`config.mk`:
```
export PLATFORM = sky130hd
export DESIGN_NAME = board_write_arb
export DESIGN_NICKNAME = d
export VERILOG_FILES = /design/src/rtl/warships_pkg.sv /design/src/rtl/board_clear_seq.sv /design/src/rtl/board_write_arb.sv
export SDC_FILE = /design/constraint.sdc
export NUM_CORES = 1
export LEC_CHECK = 0
export ABC_AREA = 1
export CAP_MARGIN = 5
export CORE_UTILIZATION = 42
export CTS_CLUSTER_SIZE = 24
export DETAILED_ROUTE_END_ITERATION = 6
export PLACE_DENSITY_LB_ADDON = 0.05
export SLEW_MARGIN = 25
export SYNTH_ARGS = -nofsm -noshare
export SYNTH_HDL_FRONTEND = slang
export SYNTH_HIERARCHICAL = 1
export SYNTH_SLANG_ARGS = --single-unit
```
`constraint.sdc`:
```
create_clock -name clk -period 2.5 [get_ports clk]
set_input_delay 0.5 -clock clk [delete_from_list [all_inputs] [get_ports clk]]
set_output_delay 0.5 -clock clk [all_outputs]
set_load 0.005 [all_outputs]
```
`src/rtl/warships_pkg.sv`:
```
// warships_pkg: shared board types and constants for the warships board logic.
//   cell_t         : 2-bit board cell encoding
//   arb_state_t    : board_write_arb FSM states
//   grant_t        : last client winner for round-robin
//   coord_on_grid(): true when (x,y) lies inside an x_size by y_size board
package warships_pkg;

  typedef enum logic [1:0] {
    CELL_EMPTY = 2'b00,
    CELL_SHIP  = 2'b01,
    CELL_MISS  = 2'b10,
    CELL_HIT   = 2'b11
  } cell_t;

  localparam int unsigned BOARD_X_SIZE = 12;
  localparam int unsigned BOARD_Y_SIZE = 12;
  localparam int unsigned COORD_W      = 4;
  localparam int unsigned BOARD_ADDR_W = 8;

  typedef enum logic [1:0] {
    ARB_IDLE,
    ARB_CLEAR,
    ARB_DONE
  } arb_state_t;

  typedef enum logic {
    GNT_PLACE,
    GNT_SHOT
  } grant_t;

  function automatic logic coord_on_grid(input logic [COORD_W-1:0] x,
                                         input logic [COORD_W-1:0] y,
                                         input int unsigned        x_size,
                                         input int unsigned        y_size);
    return (32'(x) < x_size) && (32'(y) < y_size);
  endfunction

endpackage

```
`src/rtl/board_clear_seq.sv`:
```
// board_clear_seq: x/y sweep counter for the board clear sequence.
// Walks y=0..Y_SIZE-1 with x=0..X_SIZE-1 as the inner loop, wrapping to (0,0)
// after the final cell.
//   clk   : control clock
//   rst   : asynchronous active-low reset, counter returns to (0,0)
//   start : restart the sweep at (0,0)
//   step  : advance to the next cell
//   x, y  : current cell
//   last  : current cell is the final one (X_SIZE-1, Y_SIZE-1)
module board_clear_seq
  import warships_pkg::*;
#(
  parameter int unsigned X_SIZE = BOARD_X_SIZE,
  parameter int unsigned Y_SIZE = BOARD_Y_SIZE
) (
  input  logic               clk,
  input  logic               rst,
  input  logic               start,
  input  logic               step,
  output logic [COORD_W-1:0] x,
  output logic [COORD_W-1:0] y,
  output logic               last
);

  localparam logic [COORD_W-1:0] X_MAX = COORD_W'(X_SIZE - 1);
  localparam logic [COORD_W-1:0] Y_MAX = COORD_W'(Y_SIZE - 1);

  logic [COORD_W-1:0] r_x;
  logic [COORD_W-1:0] r_y;
  logic               w_x_wrap;
  logic               w_y_wrap;

  assign w_x_wrap = (r_x == X_MAX);
  assign w_y_wrap = (r_y == Y_MAX);

  always_ff @(posedge clk or negedge rst) begin
    if (!rst) begin
      r_x <= '0;
      r_y <= '0;
    end else if (start) begin
      r_x <= '0;
      r_y <= '0;
    end else if (step) begin
      if (w_x_wrap) begin
        r_x <= '0;
        r_y <= w_y_wrap ? '0 : r_y + 1'b1;
      end else begin
        r_x <= r_x + 1'b1;
      end
    end
  end

  assign x    = r_x;
  assign y    = r_y;
  assign last = w_x_wrap & w_y_wrap;

endmodule

```
`src/rtl/board_write_arb.sv`:
```
// board_write_arb: owns the write port of one board_mem instance and shares it
// between an internal clear sweep and two clients (placement, shot).
// Clear has priority; clients are served round-robin in IDLE. Off-grid client
// coordinates are acknowledged with *_err=1 and no write. All outputs registered.
//   clk, rst (async, active-low)
//   clear_req  -> clear_done, busy        : full-board clear to CELL_EMPTY
//   place_req/x/y/data -> place_ack/err   : placement client
//   shot_req/x/y/data  -> shot_ack/err    : shot client
//   write_addr {y,x}, write_data, write_enable : board_mem write port
// Build option: BOARD_WRITE_ARB_CLEAR_ON_RESET_EN starts a clear sweep on the
// first clock edge after reset release.
module board_write_arb
  import warships_pkg::*;
#(
  parameter int unsigned X_SIZE = BOARD_X_SIZE,
  parameter int unsigned Y_SIZE = BOARD_Y_SIZE
) (
  input  logic                    clk,
  input  logic                    rst,
  input  logic                    clear_req,
  output logic                    clear_done,
  output logic                    busy,
  input  logic                    place_req,
  input  logic [COORD_W-1:0]      place_x,
  input  logic [COORD_W-1:0]      place_y,
  input  logic [1:0]              place_data,
  output logic                    place_ack,
  output logic                    place_err,
  input  logic                    shot_req,
  input  logic [COORD_W-1:0]      shot_x,
  input  logic [COORD_W-1:0]      shot_y,
  input  logic [1:0]              shot_data,
  output logic                    shot_ack,
  output logic                    shot_err,
  output logic [BOARD_ADDR_W-1:0] write_addr,
  output logic [1:0]              write_data,
  output logic                    write_enable
);

  arb_state_t              r_state,        w_state_nxt;
  grant_t                  r_last_grant,   w_last_grant_nxt;
  logic                    r_sweep_end,    w_sweep_end_nxt;
  logic [BOARD_ADDR_W-1:0] r_write_addr,   w_write_addr_nxt;
  logic [1:0]              r_write_data,   w_write_data_nxt;
  logic                    r_write_enable, w_write_enable_nxt;
  logic                    r_busy,         w_busy_nxt;
  logic                    r_clear_done,   w_clear_done_nxt;
  logic                    r_place_ack,    w_place_ack_nxt;
  logic                    r_place_err,    w_place_err_nxt;
  logic                    r_shot_ack,     w_shot_ack_nxt;
  logic                    r_shot_err,     w_shot_err_nxt;

  logic                    w_seq_start;
  logic                    w_seq_step;
  logic                    w_seq_last;
  logic [COORD_W-1:0]      w_seq_x;
  logic [COORD_W-1:0]      w_seq_y;

  logic                    w_clear_start;
  logic                    w_place_ok;
  logic                    w_shot_ok;
  logic                    w_place_gnt;
  logic                    w_shot_gnt;
  logic                    w_place_on_grid;
  logic                    w_shot_on_grid;

  board_clear_seq #(
    .X_SIZE (X_SIZE),
    .Y_SIZE (Y_SIZE)
  ) u_clear_seq (
    .clk   (clk),
    .rst   (rst),
    .start (w_seq_start),
    .step  (w_seq_step),
    .x     (w_seq_x),
    .y     (w_seq_y),
    .last  (w_seq_last)
  );

`ifdef BOARD_WRITE_ARB_CLEAR_ON_RESET_EN
  // High only until the first edge after reset; acts as a clear_req sampled there.
  logic r_boot;

  always_ff @(posedge clk or negedge rst) begin
    if (!rst) begin
      r_boot <= 1'b1;
    end else begin
      r_boot <= 1'b0;
    end
  end

  assign w_clear_start = clear_req | r_boot;
`else
  assign w_clear_start = clear_req;
`endif

  // A client whose ack is high this cycle still shows its old req; skip it.
  assign w_place_ok  = place_req & ~r_place_ack;
  assign w_shot_ok   = shot_req  & ~r_shot_ack;
  assign w_place_gnt = w_place_ok & (~w_shot_ok | (r_last_grant == GNT_SHOT));
  assign w_shot_gnt  = w_shot_ok  & ~w_place_gnt;

  assign w_place_on_grid = coord_on_grid(place_x, place_y, X_SIZE, Y_SIZE);
  assign w_shot_on_grid  = coord_on_grid(shot_x,  shot_y,  X_SIZE, Y_SIZE);

  always_comb begin
    w_state_nxt        = r_state;
    w_last_grant_nxt   = r_last_grant;
    w_sweep_end_nxt    = r_sweep_end;
    w_write_addr_nxt   = r_write_addr;
    w_write_data_nxt   = r_write_data;
    w_write_enable_nxt = 1'b0;
    w_busy_nxt         = 1'b0;
    w_clear_done_nxt   = 1'b0;
    w_place_ack_nxt    = 1'b0;
    w_place_err_nxt    = 1'b0;
    w_shot_ack_nxt     = 1'b0;
    w_shot_err_nxt     = 1'b0;
    w_seq_start        = 1'b0;
    w_seq_step         = 1'b0;

    case (r_state)
      ARB_IDLE: begin
        if (w_clear_start) begin
          // The counter rests at (0,0) in IDLE, so the first clear write
          // leaves on the same edge that enters CLEAR.
          w_state_nxt        = ARB_CLEAR;
          w_write_enable_nxt = 1'b1;
          w_write_addr_nxt   = {w_seq_y, w_seq_x};
          w_write_data_nxt   = CELL_EMPTY;
          w_busy_nxt         = 1'b1;
          w_seq_step         = 1'b1;
          w_sweep_end_nxt    = w_seq_last;
        end else if (w_place_gnt) begin
          w_last_grant_nxt = GNT_PLACE;
          w_place_ack_nxt  = 1'b1;
          w_place_err_nxt  = ~w_place_on_grid;
          if (w_place_on_grid) begin
            w_write_enable_nxt = 1'b1;
            w_write_addr_nxt   = {place_y, place_x};
            w_write_data_nxt   = place_data;
          end
        end else if (w_shot_gnt) begin
          w_last_grant_nxt = GNT_SHOT;
          w_shot_ack_nxt   = 1'b1;
          w_shot_err_nxt   = ~w_shot_on_grid;
          if (w_shot_on_grid) begin
            w_write_enable_nxt = 1'b1;
            w_write_addr_nxt   = {shot_y, shot_x};
            w_write_data_nxt   = shot_data;
          end
        end
      end

      ARB_CLEAR: begin
        // r_sweep_end marks that the final cell has already been issued, so
        // the state stays CLEAR for exactly as many cycles as busy is high.
        if (r_sweep_end) begin
          w_state_nxt      = ARB_DONE;
          w_clear_done_nxt = 1'b1;
          w_seq_start      = 1'b1;
          w_sweep_end_nxt  = 1'b0;
        end else begin
          w_write_enable_nxt = 1'b1;
          w_write_addr_nxt   = {w_seq_y, w_seq_x};
          w_write_data_nxt   = CELL_EMPTY;
          w_busy_nxt         = 1'b1;
          w_seq_step         = 1'b1;
          w_sweep_end_nxt    = w_seq_last;
        end
      end

      ARB_DONE: begin
        w_state_nxt = ARB_IDLE;
      end

      default: begin
        w_state_nxt = ARB_IDLE;
      end
    endcase
  end

  always_ff @(posedge clk or negedge rst) begin
    if (!rst) begin
      r_state        <= ARB_IDLE;
      r_last_grant   <= GNT_SHOT;
      r_sweep_end    <= 1'b0;
      r_write_addr   <= '0;
      r_write_data   <= '0;
      r_write_enable <= 1'b0;
      r_busy         <= 1'b0;
      r_clear_done   <= 1'b0;
      r_place_ack    <= 1'b0;
      r_place_err    <= 1'b0;
      r_shot_ack     <= 1'b0;
      r_shot_err     <= 1'b0;
    end else begin
      r_state        <= w_state_nxt;
      r_last_grant   <= w_last_grant_nxt;
      r_sweep_end    <= w_sweep_end_nxt;
      r_write_addr   <= w_write_addr_nxt;
      r_write_data   <= w_write_data_nxt;
      r_write_enable <= w_write_enable_nxt;
      r_busy         <= w_busy_nxt;
      r_clear_done   <= w_clear_done_nxt;
      r_place_ack    <= w_place_ack_nxt;
      r_place_err    <= w_place_err_nxt;
      r_shot_ack     <= w_shot_ack_nxt;
      r_shot_err     <= w_shot_err_nxt;
    end
  end

  assign write_addr   = r_write_addr;
  assign write_data   = r_write_data;
  assign write_enable = r_write_enable;
  assign busy         = r_busy;
  assign clear_done   = r_clear_done;
  assign place_ack    = r_place_ack;
  assign place_err    = r_place_err;
  assign shot_ack     = r_shot_ack;
  assign shot_err     = r_shot_err;

endmodule

```
==> results.toml <==
[clocking]
post_cts_buffers = 0
ctsResizeCount = 0
clk_pin_slew_ns = 0.07
clockBufferDepth = 2
cts.sinks = 29
htreeDepth = 2
cts_hold_buf = 0
cts_buffers = 5
cts_tree = "built"
clk_latency_ns = 0.28
cts_root_buf = "clkbuf_8"

[die]
pin_count = 42
die_h_um = 64.31
die_area_um2 = 4135
coreArea_um2 = 3689
die-width_um = 64.31
initial_core_util = 0.4420
row_count = 22

[sta]
clock.fmax_mhz = 549.0
report.final.slew_viol_count = 0
setup_ws_ns = 0.6786
hold_viol = 0
setup_violations = 0
post-route-period-util = 0.7286
finalSetupTns_ns = 0
worstMarginPinSlew_ns = 0.4008
holdWs_ns = 0.5099
rsz0062_at_grt = "false"
period_minus_slack_ns = 1.821
slew_headroom = 0.7318
skew_ns = 0.006945

[logic_synthesis]
syn_inst = 218
synth_compound_area_frac = 0.01842
synth_top_area_share = 0.4298
netlist_area_um2 = 1630
ys_seq_area_frac = 0.4459
yosys.area.top_type = "dfrtp_1"
synth_fp_nets = 245
synth_edf_count = 0
synth.distinct_cells = 26
synthMostInstantiatedCell = "nand2_1"
yosysWarnings = 6
async_flop_share = 1.000
synth_top_family_by_area = "simple AND/OR/NAND/NOR gates"
synthSimpleGateAreaFrac = 0.4436
synthAdderAreaFrac = 0.01535
synthMuxAreaShare = 0
synthXorXnorAreaFrac = 0.005372
ys_ff_latch = 29
synthTopCellsByCount = "88 x nand2_1, 31 x nand3_1, 28 x dfrtp_1, 16 x inv_1, 11 x nor2_1"
syn_avg_cell_area_um2 = 7.479
ys.flop_type = "dfrtp_1"
synth_area_leaders = "dfrtp_1 43%, nand2_1 20%, nand3_1 9.5%, inv_1 3.7%, nand4_1 3.5%"

[power_and_ir_drop]
leakage_nw = 1.113
ir_worst_vdd_uv = 456.0
p_per_area_nw_per_um2 = 731.0

[routing]
firstDrtPassIters = 4
drt_wl_total_um = 3789
vias_per_cell = 4.811
wl_per_cell_um = 12.14
vias = 1501
drt-initial-drc-count = 105
ant_nets = 0
drc = 0

[placed_design]
io_buffers = 41
gp_congestion = 0.8207
dp.cells = 304
dp_slack_ns = 0.3938
place_hpwl_um = 2837
placed_area_um2 = 2082

[flow_run]
cap_violations = 0

[layout]
drive_gt1_frac = 0.1136
fillCellCount = 371
area_delta_synth_final_pct = 32.77
diodes = 0
finalNonFillerCells = 312
stdcell_area_um2 = 2165
nets = 290

[setup_path]
startpoint_type = "input port"
worstPathRequired_ns = 2.67
end_kind = "flop"
worstPathMaxFanout = 13
cp_data_arrival_time_ns = 1.99
worstSetupPathType = "input port to flop"

[global_routing]
grt_max_degree = 30
antenna_found_initial = 0
grt_pass1_wl_um = 6479
grt_pass1_vias = 1474
grt.total_usage = 0.2086
grt.overflow.total = 0

[hold_path]
hold_class = "flop to flop"

[run_status]
status = "finished clean"
-- kinds of logic after synthesis --
family / after synthesis
adders and majority gates: 2
buffers and inverters: 26
and+or+nand+nor: 155
xor gates and xnor gates: 1
AOI/OAI and AO/OA: 5
DFF: 29
-- metal layers --
| layer | track usage | wire [um] |
|---|---|---|
| met2 | 0.3382 | 1764 |
| met5 | 0 | 0 |
| met4 | 0.07500 | 57 |
| met1 | 0.2663 | 1753 |
| met3 | 0.05357 | 212 |
-- where the power goes --
| part | internal [W] | switching [W] |
|---|---|---|
| Combinational | 0.000264 | 0.000257 |
| Clock | 0.000192 | 0.000175 |
| Sequential | 0.000582 | 0.000112 |
| Total | 0.00104 | 0.000544 |
-- final timing paths --
kind | startpoint | to | slack (ns) | cells past startpoint
worst max-delay path | place_req | write_addr[2] | 0.68 | 10
worst max register to register | r_last_grant | write_addr[2] | 0.90 | 9
min in group asynchronous | rst | clear_done | 0.61 | 2
max in group asynchronous | rst | r_last_grant | 1.59 | 2
worst min register to register | write_addr[3] | write_addr[3] | 0.51 | 2
worst min-delay path | write_addr[3] | write_addr[3] | 0.51 | 2
-- area by class of cell --
| cell class | count | area, um^2 | share of cell area |
|---|---|---|---|
| Tap cell | 48 | 60.06 | 0.02775 |
| Clock inverter | 2 | 10.01 | 0.004624 |
| Inverter | 20 | 75.07 | 0.03468 |
| Sequential cell | 29 | 726.9 | 0.3358 |
| Clock buffer | 6 | 72.57 | 0.03353 |
| Multi-Input combinational cell | 163 | 787.0 | 0.3636 |
| Timing Repair Buffer | 44 | 432.9 | 0.2000 |
-- state kept, by name, indices dropped and copies added (netlist names) --
register       count
shot_ack           1
r_last_grant       1
write_enable       1
clear_done         1
place_err          1
busy               1
r_sweep_end        1
shot_err           1
place_ack          1
u_clear_seq/x      4
write_data         2
write_addr         8
u_clear_seq/y      4
r_state            2
-- cell usage in the layout (no fill, tap or decap), drive strengths merged --
cell and instances:
a21oi 3, buf 3, clkbuf 6, clkdlybuf4s50 41, clkinv 2, dfrtp 28, dfstp 1, ha 2
inv 20, nand2 93, nand3 33, nand4 10, nor2 17, nor3 1, nor3b 1, o21ai 1
o22ai 1, xor2 1
-- worst max-delay path, stage by stage --
cell	delay, ns
clkdlybuf4s50_1	0.45
inv_1	0.08
nor2_8	0.18
nand2_4	0.13
nand2_1	0.10
nand2_1	0.06
nand2_2	0.17
nand2_2	0.15
nand2_1	0.12
nand2_1	0.05
-- stage by stage --
stage | power, W | utilization
6_report | 0.001582 | 0.5868
2_1_floorplan | 0.0009793 | -
3_3_place_gp | 0.001219 | 0.5645
5_1_grt | 0.001700 | 0.5868
4_1_cts | 0.001603 | 0.5868
3_5_place_dp | 0.001225 | 0.5645
Note: power is estimated with default switching activity, not from simulation.
